==> config.mk <==
export PLATFORM = sky130hd
export DESIGN_NAME = lc4_fetch_issue
export DESIGN_NICKNAME = d
export VERILOG_FILES = /design/src/rtl/lc4_fetch_issue.sv
export SDC_FILE = /design/constraint.sdc
export NUM_CORES = 1
export LEC_CHECK = 0
export ABC_AREA = 1
export BUFFER_PORTS_ARGS = -buffer_cell sky130_fd_sc_hd__buf_2
export CELL_PAD_IN_SITES_DETAIL_PLACEMENT = 1
export CELL_PAD_IN_SITES_GLOBAL_PLACEMENT = 1
export CORE_UTILIZATION = 30
export DETAILED_ROUTE_END_ITERATION = 10
export GPL_TIMING_DRIVEN = 0
export PLACE_DENSITY_LB_ADDON = 0.1
export SYNTH_ARGS = -nofsm -noshare
export SYNTH_HDL_FRONTEND = slang
export SYNTH_SLANG_ARGS = --single-unit
==> constraint.sdc <==
create_clock -name clk -period 4.45 [get_ports clk]
set_input_delay 0.6675 -clock clk [delete_from_list [all_inputs] [get_ports clk]]
set_output_delay 0.6675 -clock clk [all_outputs]
set_load 0.01 [all_outputs]
==> src/rtl/lc4_fetch_issue.sv <==
// lc4_fetch_issue: in-order, single-outstanding instruction sequencer in
// front of lc4_alu. It fetches one instruction at a time and resolves
// branch-class opcodes locally against the held NZP codes. Compute opcodes
// are issued to the execute path, and the sequencer then waits for their
// writeback before fetching again.
//
// Ports:
//   clk, rst                 clock; asynchronous active-high reset
//   i_start                  start from PC 0 (honoured in IDLE / HALT only)
//   o_imem_req/o_imem_addr   fetch request, held with a stable address
//   i_imem_valid/i_imem_insn fetched instruction return
//   o_issue_valid/i_issue_ready, o_insn/o_pc  issue handshake to execute
//   i_wb_valid/i_wb_data     writeback of the outstanding instruction
//   o_nzp                    condition codes {N,Z,P}
//   o_retired                retired-instruction counter (wraps at 2^32)
//   o_halted                 high while in HALT
module lc4_fetch_issue #(
  parameter int WORD_SIZE = 256,
  parameter int INSN      = 19,
  parameter int IADDR     = 10
) (
  input  logic                 clk,
  input  logic                 rst,
  input  logic                 i_start,
  output logic                 o_imem_req,
  output logic [IADDR:0]       o_imem_addr,
  input  logic                 i_imem_valid,
  input  logic [INSN:0]        i_imem_insn,
  output logic                 o_issue_valid,
  input  logic                 i_issue_ready,
  output logic [INSN:0]        o_insn,
  output logic [IADDR:0]       o_pc,
  input  logic                 i_wb_valid,
  input  logic [WORD_SIZE-1:0] i_wb_data,
  output logic [2:0]           o_nzp,
  output logic [31:0]          o_retired,
  output logic                 o_halted
);

  typedef enum logic [2:0] {IDLE, FETCH, ISSUE, WAIT_WB, HALT} state_t;

  localparam logic [4:0] OP_NOP  = 5'b00000;
  localparam logic [4:0] OP_BRZ  = 5'b00001;
  localparam logic [4:0] OP_BRZP = 5'b00010;
  localparam logic [4:0] OP_BRNP = 5'b00011;
  localparam logic [4:0] OP_BRNZ = 5'b00100;
  localparam logic [4:0] OP_JSR  = 5'b01000;
  localparam logic [4:0] OP_HALT = 5'b11111;

  state_t          state;
  state_t          nxt_state;
  logic [IADDR:0]  pc;
  logic [2:0]      nzp;
  logic [31:0]     retired;
  logic [INSN:0]   insn_reg;
  logic            req_q;
  logic            issue_q;
  logic            halted_q;

  logic [4:0]             opcode;
  logic signed [IADDR:0]  br_off;
  logic [IADDR:0]         br_target;

  function automatic logic is_branch(input logic [4:0] op);
    return (op == OP_NOP) || (op == OP_BRZ) || (op == OP_BRZP) ||
           (op == OP_BRNP) || (op == OP_BRNZ) || (op == OP_JSR);
  endfunction

  // cc is {N,Z,P}
  function automatic logic br_taken(input logic [4:0] op, input logic [2:0] cc);
    case (op)
      OP_JSR:  return 1'b1;
      OP_BRZ:  return cc[1];
      OP_BRZP: return cc[1] | cc[0];
      OP_BRNP: return cc[2] | cc[0];
      OP_BRNZ: return cc[2] | cc[1];
      default: return 1'b0;
    endcase
  endfunction

  function automatic logic [2:0] nzp_of(input logic signed [WORD_SIZE-1:0] d);
    if (d < 0)       return 3'b100;
    else if (d == 0) return 3'b010;
    else             return 3'b001;
  endfunction

  assign opcode    = i_imem_insn[INSN:INSN-4];
  // 9-bit branch offset sign-extended to PC width; the add wraps mod 2^(IADDR+1)
  assign br_off    = signed'({{(IADDR-8){i_imem_insn[8]}}, i_imem_insn[8:0]});
  assign br_target = pc + br_off;

  always_comb begin
    nxt_state = state;
    case (state)
      IDLE:    if (i_start) nxt_state = FETCH;
      FETCH:   if (i_imem_valid) begin
                 if (opcode == OP_HALT)     nxt_state = HALT;
                 else if (is_branch(opcode)) nxt_state = FETCH;
                 else                        nxt_state = ISSUE;
               end
      ISSUE:   if (i_issue_ready) nxt_state = WAIT_WB;
      WAIT_WB: if (i_wb_valid) nxt_state = FETCH;
      HALT:    if (i_start) nxt_state = FETCH;
      default: ;
    endcase
  end

  always_ff @(posedge clk or posedge rst) begin
    if (rst) begin
      state    <= IDLE;
      pc       <= '0;
      nzp      <= 3'b010;
      retired  <= '0;
      insn_reg <= '0;
      req_q    <= 1'b0;
      issue_q  <= 1'b0;
      halted_q <= 1'b0;
    end else begin
      state    <= nxt_state;
      req_q    <= (nxt_state == FETCH);
      issue_q  <= (nxt_state == ISSUE);
      halted_q <= (nxt_state == HALT);
      case (state)
        IDLE: if (i_start) pc <= '0;
        FETCH: if (i_imem_valid && opcode != OP_HALT) begin
          if (is_branch(opcode)) begin
            pc      <= br_taken(opcode, nzp) ? br_target : pc + 1'b1;
            retired <= retired + 32'd1;
          end else begin
            insn_reg <= i_imem_insn;
          end
        end
        WAIT_WB: if (i_wb_valid) begin
          nzp     <= nzp_of(i_wb_data);
          pc      <= pc + 1'b1;
          retired <= retired + 32'd1;
        end
        HALT: if (i_start) begin
          pc  <= '0;
          nzp <= 3'b010;
        end
        default: ;
      endcase
    end
  end

  assign o_imem_req    = req_q;
  assign o_imem_addr   = pc;
  assign o_issue_valid = issue_q;
  assign o_insn        = insn_reg;
  assign o_pc          = pc;
  assign o_nzp         = nzp;
  assign o_retired     = retired;
  assign o_halted      = halted_q;

endmodule
### After elaboration in Yosys (flattened, before gate mapping)

Cells that the tools add are included.

* reductions and logical operators: 17
* $lt $le $gt $ge: 1
* $add $sub $neg: 3
* multiplexer cells: 26
* equal/unequal tests: 19
* bitwise gates (word level): 4

Operator list (count)
* 256-bit logical NOT: 1
* 256-bit by 1-bit < comparator with 1-bit output (second input constant): 1
* 32-bit 2-to-1 mux: 3
* 32-bit one-hot mux with 2 select lines: 1
* 11-bit 2-to-1 mux: 5
* 11-bit one-hot mux with 3 select lines: 1
* 32-bit by 1-bit adder with 32-bit output (second input constant): 1
* 3-bit 2-to-1 mux: 8
* 3-bit one-hot mux with 4 select lines: 1
* 11-bit by 1-bit adder with 11-bit output (second input constant): 1
* 11-bit adder: 1
* 5-bit by 2-bit equality test with 1-bit output (second input constant): 2
* 3-bit by 2-bit equality test with 1-bit output (second input constant): 3
* 2-bit != test (second input constant): 4
* 3-bit by 1-bit equality test with 1-bit output (second input constant): 2
* 3-bit equality test (second input constant): 2
* 3-bit one-hot mux with 2 select lines: 1
* 3-bit AND reduction: 2
* 5-bit by 1-bit equality test with 1-bit output (second input constant): 1
* 5-bit by 3-bit equality test with 1-bit output (second input constant): 1
* 5-bit by 4-bit equality test with 1-bit output (second input constant): 1
* 5-bit equality test (second input constant): 1
* 5-bit logical NOT: 1
* 1-bit logical OR: 5
* 14 further kinds: 20

* logic and storage cells: 78
* register bits after elaboration: 72
* output and inout port bits: 80
* input port bits: 282

### Longest topological paths before layout

* depth after elaboration: 13
* depth in mapped cells: 12
* gate-level depth less buffers: 12

### Worst setup path before layout

Ideal clock, no wire load.

* path kind: input port to flip-flop
* start: input port i_imem_insn[0]
* end: register pc[4], in the netlist o_imem_addr[4]
* stages on the path: 11
* path buffers: 0
* setup time: 0.077 ns
* data required time: 4.373 ns
* setup slack: 2.456 ns
* data arrival time: 1.917 ns
* path through: ha_1 > inv_1 > fa_1 > inv_1 > nand3_1 > nand3_1 > xor2_1 > nand2_1 > o21ai_2 > nand2_1 > a21oi_1

* word-level cells in the longest chain between the ends: 5

Ends and longest elaborated chain
* from (decl): line 28 `input logic [INSN:0] i_imem_insn,`
* 11-bit adder: line 90 `assign br_target = pc + br_off;`
* 11-bit 2-to-1 mux: line 127 `pc <= br_taken(opcode, nzp) ? br_target : pc + 1'b1;`
* 11-bit 2-to-1 mux: line 126 `if (is_branch(opcode)) begin`
* 11-bit 2-to-1 mux: line 125 `FETCH: if (i_imem_valid && opcode != OP_HALT) begin`
* 11-bit one-hot mux with 3 select lines: line 123 `case (state)`
* to (signal assigned): line 127
* to (signal assigned): line 135 `pc <= pc + 1'b1;`
* to (decl): line 52 `logic [IADDR:0] pc;`

Every way passes these cells. The select of a mux whose other input is x is not followed.
A chain may end at the register's enable or synchronous reset.

### Final worst setup path

* start: register pc[0], in the netlist o_imem_addr[0]
* end: register pc[8], in the netlist o_imem_addr[8]

* word-level cells in the longest chain between the ends: 5
* elaborated cells on any way between the ends: 7
* classes of those cells: 2 x add/sub; 5 x mux

Ends and longest elaborated chain (line)
* 11-bit by 1-bit adder with 11-bit output or 11-bit adder (tied branches): 127, 135, 90
* 11-bit 2-to-1 mux: 127
* 11-bit 2-to-1 mux: 126
* 11-bit 2-to-1 mux: 125
* 11-bit one-hot mux with 3 select lines *: 123

Mark *: on every way between the ends. The rest lies on a longest branch, timed or not. The select of a mux whose other input is x is not followed.

==> metrics <==
Final ANT Viol Nets=0; Post-synth top cells=nand2_1 (325), nor2_1 (235), inv_1 (84); Post-synth ARST share=100.0%; IO buf count=361; CTS Buffer Depth=2; PD cells=469.6 mW/mm²; drt wl/cell=16.12 µm; register area=0.001803 mm²; Crit Path Class=flip-flop to flip-flop; post-route setup slack=2.262 ns; Arr. time, crit path=2.46 ns; # hold bufs at CTS=0; gr ovfl total=0; Post-Layout Cell Count=1603; CTS resizes=0; CTS tree=built; die area=0.02002 mm²; Hold Vio Cnt, Final=0; Pins Over Slew Limit=0; fraction of layout cells with a size suffix above 1=31.84%; # IOs=362; postcts setup bufs=0; run status=complete, no violations; CP Launch Type=flip-flop; Initial Utilization=30.90%; Fill cells=2685; Multi-input gate area=0.003535 mm²; DP Wirelength=22040 µm; reg-to-reg endpoint=o_imem_addr[8]$_DFFE_PP0P_; syn_area_per_cell=6.100 µm²; clock latency on the worst-skew pair=0.35 ns; DR pass1 iterations=4; ranking of synthesized cells by area=dfrtp_1 (30%), nand2_1 (21%), nor2_1 (15%), inv_1 (5.4%), nand3_1 (4.3%); top-count cell post-synth=nand2_1; cell mode on critical path=nand2_1; DP Worst Slack=2.054 ns; register area share after synthesis=30.88%; post-synthesis cell area=0.005838 mm²; critical path's largest stage delay=0.52 ns; WL met2=13080 µm; crit-path max FO=9; Die Span X=141.5 µm; Root Driver=clkbuf_16; CP Capture Type=flip-flop; post-synth top area share=30.43%; routed wl met3=1255 µm; DR vias=7355; largest net degree at the start of global routing=48; Routed WL=25840 µm; #FFs+latches synth=72; area grow syn2layout=42.50%; Layout Nets=1625; min-delay worst type=primary input to async pin; Reg-to-Reg Start=o_imem_addr[0]$_DFFE_PP0P_; first-pass GRT wire length=40100 µm; WL met1=10250 µm; row count=50; Placeable Area=0.01889 mm²; Most used DFF post-synth=dfrtp_1; Final min period=2.188 ns; vias per inst=4.588; flop2flop setup slack=2.26 ns; RSZ-0062 raised after global routing=no; post-synth net total=1252; vias in the first global route=7713; Max Clk Rate=457.0 MHz; Stages on worst setup path=12; antenna violations before repair=7; Critical Path RT=4.72 ns; die height=141.5 µm; Top Layer Used=met4; Cells after Synth=957; maximum VDD drop=0.2907 mV; Worst Max-Slew Pin Slew=0.5094 ns; top cell type by total area after synthesis=dfrtp_1; crit path cell chain=ha_1, inv_1, fa_1, inv_1, nand3_1, nand3_1, nand2_1, nand2_1, nand2_1, nand3_1, nand2_1, a21boi_0; Clock Sinks=72; slew margin rel.=66.04%; CTS Buf Count=9; # DRC=0; Fin Setup TNS=0 ns; crit path buf inv count=2; GP Congestion=0.9469; period utilization=49.17%; Iter 0 DRT Violations=204; Post-synth EDFFs=0; clock transition at the registers of the reported paths=0.06 ns; Clock Skew=0.004608 ns; Worst Reg2Reg Path Length in Cells=12; Cell variety after synth=38; static leakage=4.613 nW; critical path's slowest cell=dfrtp_1; YS warnings=0; htree depth=3; Max-Cap Viols=0; Cells after DPL=1579; CP delay by family, top=adder cells; total track usage=26.37%; setup violation total in the final timing report=0
layout make-up:
class	instances	area share (%)
Tap cell	260	3.910
Inverter	88	4.001
Antenna cell	8	0.2406
Multi-Input combinational cell	772	42.49
Timing Repair Buffer	362	22.05
Clock inverter	5	0.6768
Clock buffer	11	2.918
Sequential cell	72	21.67
Buffer	25	2.045
report_power, final:
group | internal (mW) | total, mW | switching, mW
registers | 0.853 | 1.11 | 0.257
clock network | 0.449 | 0.754 | 0.305
logic | 0.821 | 2.04 | 1.22
cell usage in the layout, fill, tap and decap left out, types with 2 or more instances in the layout:
master | netlist | routed
clkbuf_16 | 0 | 9
nand3_2 | 2 | 2
nor2_2 | 4 | 4
o21ai_2 | 3 | 3
nor4_1 | 2 | 2
inv_1 | 84 | 83
o21ai_0 | 31 | 31
a21boi_1 | 3 | 3
ha_1 | 12 | 12
nand2_2 | 6 | 6
buf_6 | 2 | 2
a21boi_0 | 3 | 3
nor3b_1 | 2 | 2
inv_2 | 3 | 3
clkinv_2 | 0 | 2
nand4_1 | 11 | 11
xor2_1 | 21 | 21
dfrtp_1 | 71 | 71
a21oi_1 | 11 | 11
buf_4 | 15 | 15
xnor2_1 | 14 | 14
nor2_1 | 235 | 235
nand3_1 | 50 | 50
nand2_1 | 325 | 325
or2_2 | 2 | 2
nor3_1 | 22 | 22
buf_2 | 4 | 365
diode_2 | 0 | 8
nor2_4 | 2 | 2
xnor2_2 | 3 | 3
clkbuf_1 | 4 | 5
kinds of logic after synthesis:
logic type	share of synthesized area, %
XOR/XNOR	6.087
buffers and inverters	8.572
AND/OR/NAND/NOR	45.97
flip-flops	30.88
AO/OA/AOI/OAI	5.572
adder cells (fa/ha/maj)	2.915
sequential cells by signal (all words and copies together) (netlist names):
name and flops:
o_retired 32, o_insn 20, o_imem_addr 11, o_nzp 3, state 3, o_halted 1
o_imem_req 1, o_issue_valid 1
worst register-to-register path: cells and delay by family (launching register included):
family | cells | cell delay (ns)
and+or+nand+nor | 7 | 0.62
adders and majority gates | 2 | 0.65
AOI/OAI and AO/OA | 1 | 0.15
buffers and inverters | 2 | 0.18
DFF | 1 | 0.52
per-stage QoR:
step / instance area (µm²) / utilization, % / hold slack, ns / total power [mW]
floorplan: 5838 / - / 0.4856 / 2.362
global placement: 7970 / 42.19 / 0.4627 / 3.127
detailed placement: 8000 / 42.34 / 0.4710 / 3.176
CTS: 8299 / 43.93 / 0.2986 / 3.955
global route: 8317 / 44.02 / 0.3174 / 4.250
finish: 8319 / 44.03 / 0.2975 / 3.906
layer usage:
layer | global-route usage [%] | vias to the layer above
met1 | 27.74 | 3361
li1 | - | 3722
met3 | 5.906 | 56
met5 | 0 | -
met4 | 14.26 | 0
met2 | 48.80 | 216
how the worst max path moves through the flow:
stage / start / to / slack, ns
floorplan: rst / o_halted$_DFF_PP0_ / 1.96
global placement: rst / o_insn[16]$_DFFE_PP0P_ / 0.86
detailed placement: i_imem_insn[0] / o_imem_addr[8]$_DFFE_PP0P_ / 2.05
CTS: o_imem_addr[0]$_DFFE_PP0P_ / o_imem_addr[8]$_DFFE_PP0P_ / 2.22
global route: o_imem_addr[0]$_DFFE_PP0P_ / o_imem_addr[6]$_DFFE_PP0P_ / 1.97
finish: o_imem_addr[0]$_DFFE_PP0P_ / o_imem_addr[8]$_DFFE_PP0P_ / 2.26
(Power assumes the default switching activity.)
